[src/rtl/weight_bias_dispatch.sv]
// -----------------------------------------------------------------------------
// weight_bias_dispatch
//
// Purpose:
//   Consumes the bias/weight read stream coming out of the AXI reader and
//   steers each beat to its destination. Bias beats come first and are
//   written sequentially into the bias buffer. Weight beats follow and are
//   spread round-robin across C_BANKS PE weight banks; all banks share one
//   write address, which advances each time the bank index wraps. When all
//   expected beats have been written, O_load_done is raised and held for the
//   layer controller.
//
// Optional feature (compile-time macro WB_PHASE_CHECK_EN):
//   defined   : O_err_phase flags beats whose I_weight_ch disagrees with the
//               current FSM phase. Routing still follows the FSM.
//   undefined : O_err_phase is tied 0 and I_weight_ch is ignored.
//
// Ports:
//   I_clk            clock
//   I_rst            synchronous reset, active high
//   I_ap_start       layer start level; a rising edge (re)starts a load
//   I_bias_beats     number of bias beats expected
//   I_weight_beats   number of weight beats expected
//   I_mem_din        stream beat from the reader
//   I_mem_din_valid  beat valid (no backpressure)
//   I_weight_ch      reader phase flag: 0 bias, 1 weight
//   O_bias_we        bias buffer write enable (single-cycle pulse)
//   O_bias_waddr     bias buffer write address
//   O_bias_wdata     bias buffer write data
//   O_wt_we          one-hot weight bank write enable (single-cycle pulse)
//   O_wt_waddr       weight write address, common to all banks
//   O_wt_wdata       weight write data
//   O_load_done      level: every expected beat has been written
//   O_err_overrun    sticky: a beat arrived while IDLE or DONE
//   O_err_phase      sticky: phase flag mismatch (only with WB_PHASE_CHECK_EN)
// -----------------------------------------------------------------------------
module weight_bias_dispatch #(
  parameter int C_DATA_WIDTH = 128,
  parameter int C_BANKS      = 4,
  parameter int C_BIAS_AW    = 8,
  parameter int C_WT_AW      = 10
) (
  input  logic                    I_clk,
  input  logic                    I_rst,
  input  logic                    I_ap_start,
  input  logic [15:0]             I_bias_beats,
  input  logic [31:0]             I_weight_beats,
  input  logic [C_DATA_WIDTH-1:0] I_mem_din,
  input  logic                    I_mem_din_valid,
  input  logic                    I_weight_ch,
  output logic                    O_bias_we,
  output logic [C_BIAS_AW-1:0]    O_bias_waddr,
  output logic [C_DATA_WIDTH-1:0] O_bias_wdata,
  output logic [C_BANKS-1:0]      O_wt_we,
  output logic [C_WT_AW-1:0]      O_wt_waddr,
  output logic [C_DATA_WIDTH-1:0] O_wt_wdata,
  output logic                    O_load_done,
  output logic                    O_err_overrun,
  output logic                    O_err_phase
);

  localparam int C_BANK_AW = (C_BANKS > 1) ? $clog2(C_BANKS) : 1;

  typedef enum logic [1:0] {
    S_IDLE   = 2'd0,
    S_BIAS   = 2'd1,
    S_WEIGHT = 2'd2,
    S_DONE   = 2'd3
  } state_t;

  state_t                  state_q;
  logic                    ap_start_q;
  logic [15:0]             bias_beats_q;
  logic [31:0]             wt_beats_q;
  logic [15:0]             bias_cnt_q;
  logic [31:0]             wt_cnt_q;
  logic [C_BANK_AW-1:0]    bank_idx_q;
  logic [C_WT_AW-1:0]      wt_addr_q;

  logic                    bias_we_q;
  logic [C_BIAS_AW-1:0]    bias_waddr_q;
  logic [C_DATA_WIDTH-1:0] bias_wdata_q;
  logic [C_BANKS-1:0]      wt_we_q;
  logic [C_WT_AW-1:0]      wt_waddr_q;
  logic [C_DATA_WIDTH-1:0] wt_wdata_q;
  logic                    load_done_q;
  logic                    err_overrun_q;

  // Combinational next values / decodes used by the FSM.
  logic                    start_edge;
  logic [15:0]             bias_cnt_d;
  logic [31:0]             wt_cnt_d;
  logic [C_BANK_AW-1:0]    bank_idx_d;
  logic                    bias_last;
  logic                    wt_last;
  logic                    bank_wrap;
  logic [C_BANKS-1:0]      bank_onehot;

  assign start_edge = I_ap_start & ~ap_start_q;
  assign bias_cnt_d = bias_cnt_q + 16'd1;
  assign wt_cnt_d   = wt_cnt_q + 32'd1;
  assign bank_idx_d = bank_idx_q + C_BANK_AW'(1);
  assign bias_last  = (bias_cnt_q == bias_beats_q - 16'd1);
  assign wt_last    = (wt_cnt_q == wt_beats_q - 32'd1);
  // The shared weight address advances after the last bank has been written.
  assign bank_wrap  = (bank_idx_q == C_BANK_AW'(C_BANKS - 1));

  for (genvar gi = 0; gi < C_BANKS; gi++) begin : g_bank_sel
    assign bank_onehot[gi] = (bank_idx_q == C_BANK_AW'(gi));
  end

`ifdef WB_PHASE_CHECK_EN
  logic err_phase_q;
  assign O_err_phase = err_phase_q;
`else
  logic unused_weight_ch;
  assign unused_weight_ch = I_weight_ch;
  assign O_err_phase      = 1'b0;
`endif

  always_ff @(posedge I_clk) begin
    if (I_rst) begin
      state_q       <= S_IDLE;
      ap_start_q    <= 1'b0;
      bias_beats_q  <= '0;
      wt_beats_q    <= '0;
      bias_cnt_q    <= '0;
      wt_cnt_q      <= '0;
      bank_idx_q    <= '0;
      wt_addr_q     <= '0;
      bias_we_q     <= 1'b0;
      bias_waddr_q  <= '0;
      bias_wdata_q  <= '0;
      wt_we_q       <= '0;
      wt_waddr_q    <= '0;
      wt_wdata_q    <= '0;
      load_done_q   <= 1'b0;
      err_overrun_q <= 1'b0;
`ifdef WB_PHASE_CHECK_EN
      err_phase_q   <= 1'b0;
`endif
    end else begin
      ap_start_q <= I_ap_start;
      // Write strobes are pulses; address/data keep their last value.
      bias_we_q  <= 1'b0;
      wt_we_q    <= '0;

      if (start_edge) begin
        // A start edge restarts from any state; a coincident beat is dropped.
        bias_beats_q  <= I_bias_beats;
        wt_beats_q    <= I_weight_beats;
        bias_cnt_q    <= '0;
        wt_cnt_q      <= '0;
        bank_idx_q    <= '0;
        wt_addr_q     <= '0;
        load_done_q   <= 1'b0;
        err_overrun_q <= 1'b0;
`ifdef WB_PHASE_CHECK_EN
        err_phase_q   <= 1'b0;
`endif
        if (I_bias_beats != 16'd0) begin
          state_q <= S_BIAS;
        end else if (I_weight_beats != 32'd0) begin
          state_q <= S_WEIGHT;
        end else begin
          state_q <= S_DONE;
        end
      end else begin
        case (state_q)
          S_IDLE: begin
            if (I_mem_din_valid) begin
              err_overrun_q <= 1'b1;
            end
          end

          S_BIAS: begin
            if (I_mem_din_valid) begin
              bias_we_q    <= 1'b1;
              bias_waddr_q <= bias_cnt_q[C_BIAS_AW-1:0];
              bias_wdata_q <= I_mem_din;
              bias_cnt_q   <= bias_cnt_d;
`ifdef WB_PHASE_CHECK_EN
              if (I_weight_ch) begin
                err_phase_q <= 1'b1;
              end
`endif
              if (bias_last) begin
                state_q <= (wt_beats_q != 32'd0) ? S_WEIGHT : S_DONE;
              end
            end
          end

          S_WEIGHT: begin
            if (I_mem_din_valid) begin
              wt_we_q    <= bank_onehot;
              wt_waddr_q <= wt_addr_q;
              wt_wdata_q <= I_mem_din;
              bank_idx_q <= bank_idx_d;
              wt_cnt_q   <= wt_cnt_d;
              if (bank_wrap) begin
                wt_addr_q <= wt_addr_q + C_WT_AW'(1);
              end
`ifdef WB_PHASE_CHECK_EN
              if (!I_weight_ch) begin
                err_phase_q <= 1'b1;
              end
`endif
              if (wt_last) begin
                state_q <= S_DONE;
              end
            end
          end

          S_DONE: begin
            // Done rises the cycle after the final write and holds.
            load_done_q <= 1'b1;
            if (I_mem_din_valid) begin
              err_overrun_q <= 1'b1;
            end
          end

          default: state_q <= S_IDLE;
        endcase
      end
    end
  end

  assign O_bias_we     = bias_we_q;
  assign O_bias_waddr  = bias_waddr_q;
  assign O_bias_wdata  = bias_wdata_q;
  assign O_wt_we       = wt_we_q;
  assign O_wt_waddr    = wt_waddr_q;
  assign O_wt_wdata    = wt_wdata_q;
  assign O_load_done   = load_done_q;
  assign O_err_overrun = err_overrun_q;

endmodule

[config.mk]
export PLATFORM = sky130hd
export DESIGN_NAME = weight_bias_dispatch
export DESIGN_NICKNAME = d
export VERILOG_FILES = /design/src/rtl/weight_bias_dispatch.sv
export SDC_FILE = /design/constraint.sdc
export NUM_CORES = 1
export LEC_CHECK = 0
export CAP_MARGIN = 10
export CORE_MARGIN = 2
export CORE_UTILIZATION = 41
export DETAILED_ROUTE_END_ITERATION = 7
export PLACE_DENSITY = 0.71
export RECOVER_POWER = 50
export SYNTH_ARGS = -nofsm -noshare
export SYNTH_HDL_FRONTEND = slang
export SYNTH_SLANG_ARGS = --single-unit
[constraint.sdc]
create_clock -name I_clk -period 3.2 [get_ports I_clk]
set_input_delay 0.48 -clock I_clk [delete_from_list [all_inputs] [get_ports I_clk]]
set_output_delay 0.48 -clock I_clk [all_outputs]
set_load 0.005 [all_outputs]
==> run_summary.xml, run 1 <==
<?xml version="1.0" encoding="UTF-8"?>
<metrics>
  <group name="run_status">
    <metric name="run_status" unit="">finished, final reports clean</metric>
  </group>
  <group name="routing">
    <metric name="drt-total-wl" unit="um">53600</metric>
    <metric name="initialDrtViolationCount" unit="">938</metric>
    <metric name="detail_route.wl_per_cell" unit="um">17.9</metric>
    <metric name="drt_pre_antenna_iters" unit="">5</metric>
    <metric name="routed-via-count" unit="">15400</metric>
    <metric name="post_drt_via_cell_ratio" unit="">5.15</metric>
    <metric name="drc" unit="">0</metric>
    <metric name="antenna_violating_nets_post_route" unit="">0</metric>
  </group>
  <group name="placement">
    <metric name="globalplace.congestion" unit="">0.912</metric>
    <metric name="detailed_place_hpwl" unit="um">38800</metric>
    <metric name="place_area" unit="um2">21100</metric>
    <metric name="placement.io_buffers" unit="">460</metric>
    <metric name="detailedPlace.worstSlack" unit="ns">0.172</metric>
    <metric name="dpl.cell_count" unit="">2914</metric>
  </group>
  <group name="logic_synthesis">
    <metric name="yosysWarningCount" unit="">0</metric>
    <metric name="synth_seq_cells" unit="">392</metric>
    <metric name="synth_flop_cell" unit="">sky130_fd_sc_hd__dfxtp_1</metric>
    <metric name="synth.area.mux_share" unit="%">0.455</metric>
    <metric name="synth_async_sr_flop_share" unit="%">0</metric>
    <metric name="synth_nets" unit="">2220</metric>
    <metric name="syn_inst" unit="">2027</metric>
    <metric name="synthXorXnorAreaFrac" unit="%">5.60</metric>
    <metric name="post_synthesis_compound_gate_area_fraction" unit="%">13.4</metric>
    <metric name="synth_edf_count" unit="">0</metric>
    <metric name="synthAdderAreaFrac" unit="%">0.942</metric>
    <metric name="dominant_combinational_cell_family_by_area_after_synthesis" unit="">simple AND/OR/NAND/NOR gates</metric>
    <metric name="seq_area_frac_synth" unit="%">49.2</metric>
    <metric name="synth_area_per_cell" unit="um2">7.87</metric>
    <metric name="synth_simple_gate_area_share" unit="%">25.9</metric>
    <metric name="ys_types" unit="">73</metric>
    <metric name="synthesis.area" unit="um2">15900</metric>
  </group>
  <group name="worst_setup_path">
    <metric name="start_point_of_the_critical_path" unit="">wt_beats_q[1]</metric>
    <metric name="r2r-end" unit="">state_q[0]</metric>
    <metric name="critical_path.endpoint_type" unit="">flip-flop</metric>
    <metric name="worst-path-max-fanout" unit="">6</metric>
    <metric name="worstPathArrival" unit="ns">3.44</metric>
    <metric name="timing.reg2reg.worst_path_depth" unit="">10</metric>
    <metric name="timing.reg2reg.setup_slack" unit="ns">0.23</metric>
    <metric name="crit-reg2reg-launch" unit="">wt_beats_q[1]</metric>
    <metric name="timing_worst_setup_path_type" unit="">flip-flop to flip-flop</metric>
    <metric name="critPathRequiredTime" unit="ns">3.67</metric>
    <metric name="worst_setup_path_start_kind" unit="">flip-flop</metric>
    <metric name="setup.worst_path.end" unit="">state_q[0]</metric>
  </group>
  <group name="cts">
    <metric name="clkSinkCount" unit="">392</metric>
    <metric name="ctsHoldBuffers" unit="">0</metric>
    <metric name="worst_skew_pair.late_latency" unit="ns">0.56</metric>
    <metric name="clock_tree_from_tritoncts" unit="">built</metric>
    <metric name="clk_pin_slew_worst_paths" unit="ns">0.06</metric>
    <metric name="cts-root-to-sink-buffers" unit="">3</metric>
    <metric name="h_tree_levels" unit="">2</metric>
    <metric name="clock_root_buffer" unit="">sky130_fd_sc_hd__clkbuf_16</metric>
    <metric name="cts_buf_count" unit="">43</metric>
  </group>
  <group name="timing">
    <metric name="rsz_0062_raised_after_global_routing" unit="">no</metric>
    <metric name="timing.final.setup_violations" unit="">0</metric>
    <metric name="worstMarginPinSlew" unit="ns">1.31</metric>
    <metric name="finalMaxSlewViolations" unit="">0</metric>
    <metric name="finalWorstSetupSlack" unit="ns">0.231</metric>
    <metric name="clock.fmax" unit="GHz">0.337</metric>
    <metric name="headroom_to_the_max_slew_limit" unit="%">12.5</metric>
    <metric name="timing.final.hold_violations" unit="">0</metric>
    <metric name="finalCritPeriodShare" unit="%">92.8</metric>
    <metric name="final.min_clock_period" unit="ns">2.97</metric>
    <metric name="final.setup_skew" unit="ns">0.0124</metric>
    <metric name="fin_tns_setup" unit="ns">0</metric>
  </group>
  <group name="final_layout">
    <metric name="final_design_area_no_fill" unit="um2">22400</metric>
    <metric name="layout.cells.most_common" unit="">sky130_fd_sc_hd__nand2_1</metric>
    <metric name="final_net_count" unit="">2634</metric>
    <metric name="final_cell_mix" unit="">693 x sky130_fd_sc_hd__nand2_1, 392 x sky130_fd_sc_hd__dfxtp_1, 338 x sky130_fd_sc_hd__a21oi_1, 231 x sky130_fd_sc_hd__dlygate4sd3_1, 228 x sky130_fd_sc_hd__clkdlybuf4s50_1</metric>
    <metric name="layout.area.seq" unit="um2">7850</metric>
    <metric name="layout-drive-gt1-share" unit="%">5.71</metric>
    <metric name="nFillCells" unit="">3523</metric>
    <metric name="multi_input_gate_area_in_the_final_layout" unit="um2">7430</metric>
    <metric name="layoutNonFillerInstCount" unit="">2990</metric>
    <metric name="area.growth.synth_to_final" unit="%">40.7</metric>
  </group>
  <group name="die">
    <metric name="dieWidth" unit="um">201</metric>
    <metric name="placement_rows" unit="">72</metric>
    <metric name="initial_utilization" unit="%">41.4</metric>
    <metric name="top_level_ports" unit="">463</metric>
    <metric name="core-area" unit="um2">38600</metric>
    <metric name="design.die.area" unit="um2">40500</metric>
    <metric name="die_height" unit="um">201</metric>
  </group>
  <group name="grt">
    <metric name="grt_pass1_wl" unit="um">83100</metric>
    <metric name="grt_antenna_before_repair" unit="">2</metric>
    <metric name="via_count_of_the_first_global_routing_pass" unit="">14900</metric>
    <metric name="gr-usage-all-layers" unit="%">25.8</metric>
    <metric name="maximum_number_of_pins_on_one_net_before_global_route_repair" unit="">84</metric>
    <metric name="grt.overflow.total" unit="">0</metric>
  </group>
  <group name="hold_path">
    <metric name="min_path_type" unit="">input pin to flip-flop</metric>
  </group>
  <group name="power">
    <metric name="totalPowerFinal" unit="uW">11300</metric>
    <metric name="leakage" unit="uW">0.00851</metric>
    <metric name="peakVddDrop" unit="mV">0.387</metric>
    <metric name="power.density" unit="nW/um2">502</metric>
  </group>
  <group name="flow_run">
    <metric name="cap_violations" unit="">0</metric>
  </group>
</metrics>
==> cell usage after synthesis (3+ instances only) <==
| cell type | n | area share [%] |
|---|---|---|
| sky130_fd_sc_hd__nor3b_1 | 6 | 0.28 |
| sky130_fd_sc_hd__o211ai_1 | 5 | 0.24 |
| sky130_fd_sc_hd__nor4b_1 | 4 | 0.22 |
| sky130_fd_sc_hd__clkbuf_8 | 4 | 0.35 |
| sky130_fd_sc_hd__dfxtp_1 | 392 | 49 |
| sky130_fd_sc_hd__nand3b_1 | 3 | 0.14 |
| sky130_fd_sc_hd__a31oi_1 | 3 | 0.12 |
| sky130_fd_sc_hd__o22ai_1 | 3 | 0.12 |
| sky130_fd_sc_hd__nand3_1 | 22 | 0.69 |
| sky130_fd_sc_hd__nor4_1 | 23 | 0.90 |
| sky130_fd_sc_hd__nand2_1 | 695 | 16 |
| sky130_fd_sc_hd__o31ai_1 | 5 | 0.24 |
| sky130_fd_sc_hd__nand4_1 | 18 | 0.71 |
| sky130_fd_sc_hd__mux2i_1 | 5 | 0.31 |
| sky130_fd_sc_hd__inv_1 | 17 | 0.40 |
| sky130_fd_sc_hd__buf_6 | 4 | 0.28 |
| sky130_fd_sc_hd__a211oi_1 | 4 | 0.19 |
| sky130_fd_sc_hd__or3_1 | 14 | 0.55 |
| sky130_fd_sc_hd__o21ai_0 | 14 | 0.44 |
| sky130_fd_sc_hd__nor2b_1 | 12 | 0.47 |
| sky130_fd_sc_hd__buf_1 | 8 | 0.19 |
| sky130_fd_sc_hd__xor2_1 | 57 | 3.1 |
| sky130_fd_sc_hd__or4_1 | 7 | 0.33 |
| sky130_fd_sc_hd__ha_1 | 12 | 0.94 |
| sky130_fd_sc_hd__and4_1 | 3 | 0.16 |
| sky130_fd_sc_hd__nor3_1 | 23 | 0.72 |
| sky130_fd_sc_hd__nand2b_1 | 3 | 0.12 |
| sky130_fd_sc_hd__nand4b_1 | 4 | 0.22 |
| sky130_fd_sc_hd__and2_1 | 5 | 0.20 |
| sky130_fd_sc_hd__a21oi_1 | 338 | 11 |
| sky130_fd_sc_hd__or4b_2 | 3 | 0.19 |
| sky130_fd_sc_hd__nor2_1 | 80 | 1.9 |
| sky130_fd_sc_hd__and3_1 | 16 | 0.63 |
| sky130_fd_sc_hd__clkbuf_1 | 119 | 2.8 |
| sky130_fd_sc_hd__xnor2_1 | 45 | 2.5 |
| sky130_fd_sc_hd__nor4_4 | 3 | 0.40 |
==> layout make-up <==
| cell class | instances | area share (%) |
|---|---|---|
| Sequential cell | 392 | 35.0 |
| Multi-Input combinational cell | 1478 | 33.1 |
| Clock inverter | 14 | 0.675 |
| Inverter | 17 | 0.284 |
| Tap cell | 518 | 2.89 |
| Antenna cell | 1 | 0.0112 |
| Clock buffer | 61 | 5.63 |
| Timing Repair Buffer | 509 | 22.4 |
==> worst min path at each step <==
stage | start | to | slack, ns | cells after the start
2_1_floorplan | wt_addr_q[9] | O_wt_waddr[9] | 0.44 | 2
4_1_cts | I_rst | O_bias_waddr[5] | 0.28 | 2
3_5_place_dp | O_bias_wdata[26] | O_bias_wdata[26] | 0.45 | 2
6_report | I_rst | O_bias_wdata[63] | 0.30 | 2
3_3_place_gp | O_wt_wdata[10] | O_wt_wdata[10] | 0.44 | 2
5_1_grt | I_rst | O_wt_wdata[60] | 0.31 | 2
==> per-layer routing <==
layer,track usage (%),vias up,part of all wire (%)
li1,-,7549,-
met1,29.6,7196,38
met2,44.4,518,49
met3,7.89,121,8.7
met4,11.2,2,4.3
met5,0,-,0.024
==> through the flow <==
step / hold WS [ns] / utilization, %
after floorplan: 0.444 / -
after global placement: 0.442 / 54.7
after detailed placement: 0.445 / 54.7
after global routing: 0.312 / 58.2
after CTS: 0.284 / 58.3
final: 0.296 / 58.2
==> flip-flops by register name (all words and copies together), names as in the netlist, 4 cells and up <==
register / flops
wt_addr_q: 10
O_wt_we: 4
bias_cnt_q: 16
bias_beats_q: 16
wt_cnt_q: 32
wt_beats_q: 32
O_wt_waddr: 10
O_wt_wdata: 128
O_bias_wdata: 128
O_bias_waddr: 8
==> report_power, final <==
group / internal, uW / switching [uW]
clock: 2980 / 2030
sequential: 5000 / 96.5
combinational: 557 / 599
==> worst max-delay path, cell delays in order, from the launching register on <==
cell                       delay, ns
sky130_fd_sc_hd__dfxtp_1        0.34
sky130_fd_sc_hd__inv_1          0.07
sky130_fd_sc_hd__ha_1           0.18
sky130_fd_sc_hd__or4b_2         0.68
sky130_fd_sc_hd__or4b_2         0.65
sky130_fd_sc_hd__a21oi_1        0.14
sky130_fd_sc_hd__o211ai_1       0.14
sky130_fd_sc_hd__nor4_1         0.26
sky130_fd_sc_hd__buf_4          0.17
sky130_fd_sc_hd__a21oi_1        0.07
sky130_fd_sc_hd__nor3_2         0.18
==> cells by family after synthesis <==
group,count (synthesis)
fa+ha+maj,12
compound gates,398
other cells,1
mux,7
buf+inv,157
xor+xnor,102
flops,392
simple gates,958
==> what timing repair did <==
item                       CTS  global route
gates resized for setup      0             3
setup endpoints to repair    0             2
setup buffers                0             0
(Power assumes the default switching activity.)
==> inputs of run 2 (changes only) <==
Settings changed: ABC_AREA from default to 1.
==> run 2 against run 1 <==
Combinational power is 23% higher. Sequential power up 3%. Register-to-register slack better by 0.41 ns. Clock-buffer cell count is 1 lower. Synthesized area increased by 0.82%. Largest cell class unchanged. Design area rose by 0.80%. Critical path type is now input pin to flip-flop. Final cell count grew 6.8%.
==> run_summary.xml, run 2 <==
<?xml version="1.0" encoding="UTF-8"?>
<metrics>
  <group name="run_status">
    <metric name="run_status" unit="">finished, final reports clean</metric>
  </group>
  <group name="grt">
    <metric name="grt_pass1_wl" unit="um">86400</metric>
    <metric name="via_count_of_the_first_global_routing_pass" unit="">15600</metric>
    <metric name="maximum_number_of_pins_on_one_net_before_global_route_repair" unit="">162</metric>
    <metric name="gr-usage-all-layers" unit="%">26.7</metric>
    <metric name="grt_antenna_before_repair" unit="">3</metric>
    <metric name="grt.overflow.total" unit="">0</metric>
  </group>
  <group name="final_layout">
    <metric name="final_cell_mix" unit="">740 x sky130_fd_sc_hd__nor2_1, 392 x sky130_fd_sc_hd__dfxtp_1, 351 x sky130_fd_sc_hd__o21ai_0, 237 x sky130_fd_sc_hd__dlygate4sd3_1, 226 x sky130_fd_sc_hd__nand2_1</metric>
    <metric name="nFillCells" unit="">3430</metric>
    <metric name="layout.cells.most_common" unit="">sky130_fd_sc_hd__nor2_1</metric>
    <metric name="final_net_count" unit="">2836</metric>
    <metric name="finalCoreUtilization" unit="%">58.5</metric>
    <metric name="area.growth.synth_to_final" unit="%">40.7</metric>
    <metric name="layout-drive-gt1-share" unit="%">4.49</metric>
    <metric name="layoutNonFillerInstCount" unit="">3194</metric>
  </group>
  <group name="die">
    <metric name="dieWidth" unit="um">202</metric>
    <metric name="placement_rows" unit="">72</metric>
    <metric name="die_height" unit="um">202</metric>
    <metric name="design.die.area" unit="um2">40800</metric>
    <metric name="top_level_ports" unit="">463</metric>
    <metric name="initial_utilization" unit="%">41.6</metric>
    <metric name="core-area" unit="um2">38600</metric>
  </group>
  <group name="logic_synthesis">
    <metric name="yosys-top-cells-area" unit="">sky130_fd_sc_hd__dfxtp_1 49%, sky130_fd_sc_hd__nor2_1 17%, sky130_fd_sc_hd__o21ai_0 11%</metric>
    <metric name="synth_area_per_cell" unit="um2">7.22</metric>
    <metric name="synthMostInstantiatedCell" unit="">sky130_fd_sc_hd__nor2_1</metric>
    <metric name="synth_seq_cells" unit="">392</metric>
    <metric name="synth_top_area_share" unit="%">48.8</metric>
    <metric name="synthesis.area" unit="um2">16100</metric>
    <metric name="seq_area_frac_synth" unit="%">48.8</metric>
    <metric name="synth_async_sr_flop_share" unit="%">0</metric>
    <metric name="ys_types" unit="">43</metric>
    <metric name="yosysWarningCount" unit="">0</metric>
    <metric name="synth.cells.most_frequent" unit="">742 x sky130_fd_sc_hd__nor2_1, 392 x sky130_fd_sc_hd__dfxtp_1, 351 x sky130_fd_sc_hd__o21ai_0</metric>
    <metric name="synth_flop_cell" unit="">sky130_fd_sc_hd__dfxtp_1</metric>
    <metric name="syn_inst" unit="">2228</metric>
    <metric name="synth_nets" unit="">2421</metric>
    <metric name="post-synth-top-area-cell" unit="">sky130_fd_sc_hd__dfxtp_1</metric>
    <metric name="synth_edf_count" unit="">0</metric>
  </group>
  <group name="cts">
    <metric name="h_tree_levels" unit="">2</metric>
    <metric name="postCtsSetupBuffers" unit="">0</metric>
    <metric name="worst_skew_pair.late_latency" unit="ns">0.58</metric>
    <metric name="clk_pin_slew_worst_paths" unit="ns">0.06</metric>
    <metric name="clkSinkCount" unit="">392</metric>
    <metric name="cts.repair.resized" unit="">0</metric>
    <metric name="cts-root-to-sink-buffers" unit="">3</metric>
    <metric name="cts_buf_count" unit="">43</metric>
    <metric name="clock_tree_from_tritoncts" unit="">built</metric>
    <metric name="clock_root_buffer" unit="">sky130_fd_sc_hd__clkbuf_16</metric>
    <metric name="ctsHoldBuffers" unit="">0</metric>
  </group>
  <group name="power">
    <metric name="peakVddDrop" unit="mV">0.445</metric>
    <metric name="leakage" unit="uW">0.0102</metric>
    <metric name="power.density" unit="nW/um2">521</metric>
  </group>
  <group name="timing">
    <metric name="clock.fmax" unit="GHz">0.364</metric>
    <metric name="finalCritPeriodShare" unit="%">86.0</metric>
    <metric name="rsz_0062_raised_after_global_routing" unit="">no</metric>
    <metric name="final.setup_skew" unit="ns">0.0204</metric>
    <metric name="fin_tns_setup" unit="ns">0</metric>
    <metric name="timing.final.hold_violations" unit="">0</metric>
    <metric name="finalMaxSlewViolations" unit="">0</metric>
    <metric name="headroom_to_the_max_slew_limit" unit="%">0.306</metric>
    <metric name="worstMarginPinSlew" unit="ns">1.50</metric>
    <metric name="final.min_clock_period" unit="ns">2.75</metric>
    <metric name="timing.final.setup_violations" unit="">0</metric>
  </group>
  <group name="worst_setup_path">
    <metric name="worst_setup_path_start_kind" unit="">input pin</metric>
    <metric name="worst-path-max-fanout" unit="">79</metric>
    <metric name="worstPathArrival" unit="ns">3.20</metric>
    <metric name="timing.reg2reg.setup_slack" unit="ns">0.64</metric>
    <metric name="timing.reg2reg.worst_path_depth" unit="">6</metric>
    <metric name="r2r-end" unit="">O_bias_wdata[50]</metric>
    <metric name="critPathRequiredTime" unit="ns">3.65</metric>
    <metric name="crit-reg2reg-launch" unit="">ap_start_q</metric>
    <metric name="timing_worst_setup_path_type" unit="">input pin to flip-flop</metric>
    <metric name="critical_path.endpoint_type" unit="">flip-flop</metric>
  </group>
  <group name="placement">
    <metric name="detailed_place_hpwl" unit="um">40300</metric>
    <metric name="placement.io_buffers" unit="">460</metric>
    <metric name="dpl.cell_count" unit="">3116</metric>
    <metric name="globalplace.congestion" unit="">0.916</metric>
  </group>
  <group name="routing">
    <metric name="antenna_violating_nets_post_route" unit="">0</metric>
    <metric name="drc" unit="">0</metric>
    <metric name="post_drt_via_cell_ratio" unit="">5.00</metric>
    <metric name="drt_pre_antenna_iters" unit="">5</metric>
    <metric name="routed-via-count" unit="">16000</metric>
    <metric name="initialDrtViolationCount" unit="">922</metric>
    <metric name="drt-total-wl" unit="um">56100</metric>
    <metric name="detail_route.wl_per_cell" unit="um">17.6</metric>
  </group>
  <group name="hold_path">
    <metric name="hold_start" unit="">wt_beats_q[1]</metric>
    <metric name="min_path_type" unit="">flip-flop to flip-flop</metric>
    <metric name="whs_endpoint" unit="">wt_beats_q[1]</metric>
    <metric name="worst_hold_depth" unit="">2</metric>
  </group>
  <group name="flow_run">
    <metric name="cap_violations" unit="">0</metric>
  </group>
</metrics>
## run 2: changes by cell type in the layout (fill, tap and decap cells not counted), moves of 11 or more
cell and change:
sky130_fd_sc_hd__nand3_1 +25, sky130_fd_sc_hd__nor2_1 +661, sky130_fd_sc_hd__inv_1 +88, sky130_fd_sc_hd__buf_4 -25
sky130_fd_sc_hd__o21ai_0 +337, sky130_fd_sc_hd__and3_1 -15, sky130_fd_sc_hd__xor2_1 -11, sky130_fd_sc_hd__nor2b_1 -12
sky130_fd_sc_hd__a21oi_1 -267, sky130_fd_sc_hd__nand2_1 -467, sky130_fd_sc_hd__xnor2_1 -25, sky130_fd_sc_hd__nor4_1 -11
sky130_fd_sc_hd__or3_1 -13
## run 2: how the worst max path moves through the flow
stage                               start                to  slack, ns
after floorplan                state_q[0]      wt_cnt_q[21]       1.15
after global placement    I_mem_din_valid      wt_addr_q[9]       0.31
after detailed placement  I_mem_din_valid      wt_addr_q[9]       0.25
after CTS                      state_q[0]      wt_addr_q[9]       0.68
after global routing                I_rst        O_wt_we[2]       0.23
final                          I_ap_start  O_bias_wdata[50]       0.45
## run 2: metrics by stage
step | setup slack [ns] | hold WS, ns | total power (uW) | cell area [um2]
after CTS | 0.676 | 0.454 | 11900 | 22700
after floorplan | 1.15 | 0.448 | 5970 | 16100
after detailed placement | 0.252 | 0.474 | 6810 | 21200
after global routing | 0.233 | 0.499 | 12200 | 22600
final | 0.449 | 0.486 | 11800 | 22600
after global placement | 0.307 | 0.470 | 6790 | 21200
## run 2: kinds of logic (layout without fill, tap and decap cells)
family                   count (synthesis)  in the layout  synth area share, %
AND/OR/NAND/NOR                       1098           1098                 27.7
AO/OA/AOI/OAI                          432            432                 13.6
flip-flops                             392            392                 48.8
buffers and inverters                  227            674                 5.38
XOR/XNOR                                66             66                 3.60
adder cells (fa/ha/maj)                 12             12                0.934
other                                    1              2               0.0233
## run 2: routing by layer
| metal | GRT usage [%] | routed length [um] | up-vias |
|---|---|---|---|
| li1 | - | - | 7968 |
| met1 | 31.1 | 22400 | 7356 |
| met2 | 44.3 | 26100 | 536 |
| met3 | 8.84 | 4980 | 119 |
| met4 | 12.6 | 2630 | 4 |
| met5 | 0 | 25 | - |
## run 2: cell type report
cell class                      instances  area (um2)  area share (%)
Antenna cell                            1        2.50          0.0111
Clock buffer                           60        1270            5.63
Clock inverter                         17         180           0.797
Inverter                              111         423            1.87
Multi-Input combinational cell       1609        7370            32.6
Sequential cell                       392        7850            34.7
Tap cell                              518         648            2.87
Timing Repair Buffer                  486        4870            21.5
## run 2: power by group
part | leakage (uW) | switching, uW | total [uW] | internal [uW]
combinational | 0.00631 | 771 | 1430 | 663
sequential | 0.00319 | 135 | 5230 | 5090
clock | 0.000722 | 2090 | 5120 | 3020
## run 2: critical path, cell delays in order
cell                            delay (ns)
sky130_fd_sc_hd__dlygate4sd3_1        0.52
sky130_fd_sc_hd__inv_1                0.05
sky130_fd_sc_hd__nor2_1               0.79
sky130_fd_sc_hd__clkbuf_1             0.18
sky130_fd_sc_hd__nor2_1               0.12
sky130_fd_sc_hd__clkbuf_4             0.52
sky130_fd_sc_hd__o21ai_0              0.38
sky130_fd_sc_hd__nor2_1               0.07
==> inputs of run 3 (changes only) <==
Settings changed: PLACE_DENSITY 0.71 to default, PLACE_DENSITY_LB_ADDON from default to 0.2.
Clock period 3.2 ns to 3.5 ns, I/O delays scaled along.
==> run 3 against run 2 <==
The flow now finishes with violations (max-capacitance violations, max-slew violations). Clock power is 8.6% lower. Non-clock buffer count is 3 lower. Clock-buffer cell count increased by 3. Critical endpoint is now O_bias_wdata[41]. Largest power group unchanged. Critical path depth fell by 1. Wire length shrank 2.1%. Sequential share of layout area up 0.090 points. Register-to-register slack gained 0.11 ns.
==> run_summary.xml, run 3 (synthesized netlist as in run 2, its figures left out) <==
<?xml version="1.0" encoding="UTF-8"?>
<metrics>
  <group name="cts">
    <metric name="cts_buf_count" unit="">43</metric>
    <metric name="cts.repair.resized" unit="">0</metric>
    <metric name="clock_tree_from_tritoncts" unit="">built</metric>
    <metric name="cts-root-to-sink-buffers" unit="">3</metric>
    <metric name="clock_root_buffer" unit="">sky130_fd_sc_hd__clkbuf_16</metric>
    <metric name="ctsHoldBuffers" unit="">0</metric>
    <metric name="postCtsSetupBuffers" unit="">0</metric>
    <metric name="worst_skew_pair.late_latency" unit="ns">0.57</metric>
    <metric name="clkSinkCount" unit="">392</metric>
    <metric name="h_tree_levels" unit="">2</metric>
    <metric name="clk_pin_slew_worst_paths" unit="ns">0.06</metric>
  </group>
  <group name="routing">
    <metric name="drt_pre_antenna_iters" unit="">6</metric>
    <metric name="post_drt_via_cell_ratio" unit="">4.95</metric>
    <metric name="drc" unit="">0</metric>
    <metric name="routed-via-count" unit="">15800</metric>
    <metric name="initialDrtViolationCount" unit="">879</metric>
    <metric name="drt-total-wl" unit="um">54900</metric>
    <metric name="antenna_violating_nets_post_route" unit="">0</metric>
    <metric name="detail_route.wl_per_cell" unit="um">17.2</metric>
  </group>
  <group name="final_layout">
    <metric name="final_net_count" unit="">2833</metric>
    <metric name="layout-drive-gt1-share" unit="%">4.12</metric>
    <metric name="area.growth.synth_to_final" unit="%">40.3</metric>
    <metric name="finalCoreUtilization" unit="%">58.4</metric>
    <metric name="final_cell_mix" unit="">741 x sky130_fd_sc_hd__nor2_1, 392 x sky130_fd_sc_hd__dfxtp_1, 351 x sky130_fd_sc_hd__o21ai_0, 256 x sky130_fd_sc_hd__dlygate4sd3_1, 226 x sky130_fd_sc_hd__nand2_1</metric>
    <metric name="layoutNonFillerInstCount" unit="">3192</metric>
    <metric name="layout.cells.most_common" unit="">sky130_fd_sc_hd__nor2_1</metric>
  </group>
  <group name="die">
    <metric name="die_height" unit="um">202</metric>
    <metric name="core-area" unit="um2">38600</metric>
    <metric name="design.die.area" unit="um2">40800</metric>
    <metric name="dieWidth" unit="um">202</metric>
    <metric name="initial_utilization" unit="%">41.6</metric>
    <metric name="top_level_ports" unit="">463</metric>
    <metric name="placement_rows" unit="">72</metric>
  </group>
  <group name="power">
    <metric name="peakVddDrop" unit="mV">0.358</metric>
    <metric name="leakage" unit="uW">0.0102</metric>
    <metric name="totalPowerFinal" unit="uW">10800</metric>
    <metric name="power.density" unit="nW/um2">477</metric>
  </group>
  <group name="worst_setup_path">
    <metric name="timing_worst_setup_path_type" unit="">flip-flop to flip-flop</metric>
    <metric name="maximum_single_stage_delay_on_the_critical_path" unit="ns">1.13</metric>
    <metric name="worst_setup_path_start_kind" unit="">flip-flop</metric>
    <metric name="cp_num_buf_inv" unit="">2</metric>
    <metric name="worst-path-max-fanout" unit="">144</metric>
    <metric name="critical_path.slowest_cell" unit="">sky130_fd_sc_hd__clkbuf_4</metric>
    <metric name="worstPathArrival" unit="ns">3.24</metric>
    <metric name="crit_path_frequent_cell" unit="">sky130_fd_sc_hd__nor2_1</metric>
    <metric name="critical_path.endpoint_type" unit="">flip-flop</metric>
    <metric name="critPathRequiredTime" unit="ns">3.99</metric>
    <metric name="cpLargestDelayFamily" unit="">buffers and inverters</metric>
    <metric name="cp_cell_sequence" unit="">inv_1 -&gt; ha_1 -&gt; nand2_1 -&gt; nor2_1 -&gt; clkbuf_4 -&gt; o21ai_0 -&gt; nor2_1</metric>
  </group>
  <group name="grt">
    <metric name="maximum_number_of_pins_on_one_net_before_global_route_repair" unit="">145</metric>
    <metric name="via_count_of_the_first_global_routing_pass" unit="">15400</metric>
    <metric name="grt_antenna_before_repair" unit="">6</metric>
    <metric name="grt_pass1_wl" unit="um">84900</metric>
    <metric name="gr-usage-all-layers" unit="%">26.1</metric>
    <metric name="grt.overflow.total" unit="">0</metric>
  </group>
  <group name="timing">
    <metric name="rsz_0062_raised_after_global_routing" unit="">no</metric>
    <metric name="final.min_clock_period" unit="ns">2.75</metric>
    <metric name="timing.final.hold_violations" unit="">0</metric>
    <metric name="fin_tns_setup" unit="ns">0</metric>
    <metric name="finalMaxSlewViolations" unit="">145</metric>
    <metric name="worstMarginPinSlew" unit="ns">1.56</metric>
    <metric name="final.setup_skew" unit="ns">0.0212</metric>
    <metric name="timing.final.setup_violations" unit="">0</metric>
    <metric name="headroom_to_the_max_slew_limit" unit="%">-3.90</metric>
    <metric name="whs" unit="ns">0.485</metric>
    <metric name="clock.fmax" unit="GHz">0.364</metric>
    <metric name="finalCritPeriodShare" unit="%">78.5</metric>
  </group>
  <group name="placement">
    <metric name="detailed_place_hpwl" unit="um">39000</metric>
    <metric name="dpl.cell_count" unit="">3113</metric>
    <metric name="placement.io_buffers" unit="">460</metric>
    <metric name="globalplace.congestion" unit="">0.906</metric>
  </group>
  <group name="flow_run">
    <metric name="cap_violations" unit="">1</metric>
  </group>
  <group name="run_status">
    <metric name="run_status" unit="">finished with violations</metric>
    <metric name="violations_in_the_final_reports" unit="">max-capacitance violations, max-slew violations</metric>
  </group>
  <group name="hold_path">
    <metric name="min_path_type" unit="">flip-flop to flip-flop</metric>
  </group>
</metrics>
==> run 3: cell types whose count changed in the layout (fill, tap and decap cells not counted), moves of 2 or more <==
cell,previous run,this run
sky130_fd_sc_hd__clkinv_2,11,8
sky130_fd_sc_hd__clkbuf_1,10,16
sky130_fd_sc_hd__clkdlybuf4s50_1,223,204
sky130_fd_sc_hd__dlygate4sd3_1,237,256
sky130_fd_sc_hd__bufinv_16,3,5
sky130_fd_sc_hd__clkbuf_8,9,6
sky130_fd_sc_hd__buf_12,7,4
==> run 3: worst min-delay path: cells and delay by family (launching register included) <==
kind | cells | cell delay, ns
flops | 1 | 0.31
buf+inv | 1 | 0.07
compound gates | 1 | 0.06
==> run 3: cell type report <==
| class | count | area, um2 |
|---|---|---|
| diodes | 2 | 5.00 |
| clock buffers | 63 | 1250 |
| clock inverters | 14 | 198 |
| fillers | 3573 | 16100 |
| inverters | 111 | 425 |
| multi-input cells | 1609 | 7370 |
| flip-flops and latches | 392 | 7850 |
| well taps | 518 | 648 |
| repair buffers | 483 | 4810 |
==> run 3: power breakdown <==
part / switching, uW / total [uW] / internal [uW] / leakage [uW]
registers: 120 / 4780 / 4660 / 0.00319
logic: 695 / 1290 / 599 / 0.00635
clock network: 1840 / 4680 / 2850 / 0.000714
total: 2650 / 10800 / 8100 / 0.0102
==> run 3: routing by layer <==
layer  track usage, %  share of wire, %  vias up
met3             8.64               8.3      104
met4             11.3               4.0        8
met2             43.0                47      471
met1             31.0                41     7234
met5                0              0.10        -
li1                 -                 -     7983
==> run 3: metrics by stage <==
step	area (um2)	worst slack [ns]
after floorplan	16100	1.45
after global routing	22600	0.432
final	22600	0.753
after global placement	21100	0.473
after CTS	22600	0.862
after detailed placement	21100	0.458
==> run 3: path summary, 6_finish.rpt <==
check / start / end / slack [ns] / depth (start not counted)
worst max-delay path: state_q[1] / O_bias_wdata[41] / 0.75 / 7
worst min-delay path: wt_beats_q[1] / wt_beats_q[1] / 0.49 / 2
worst max register to register: state_q[1] / O_bias_wdata[41] / 0.75 / 7
worst min register to register: wt_beats_q[1] / wt_beats_q[1] / 0.49 / 2
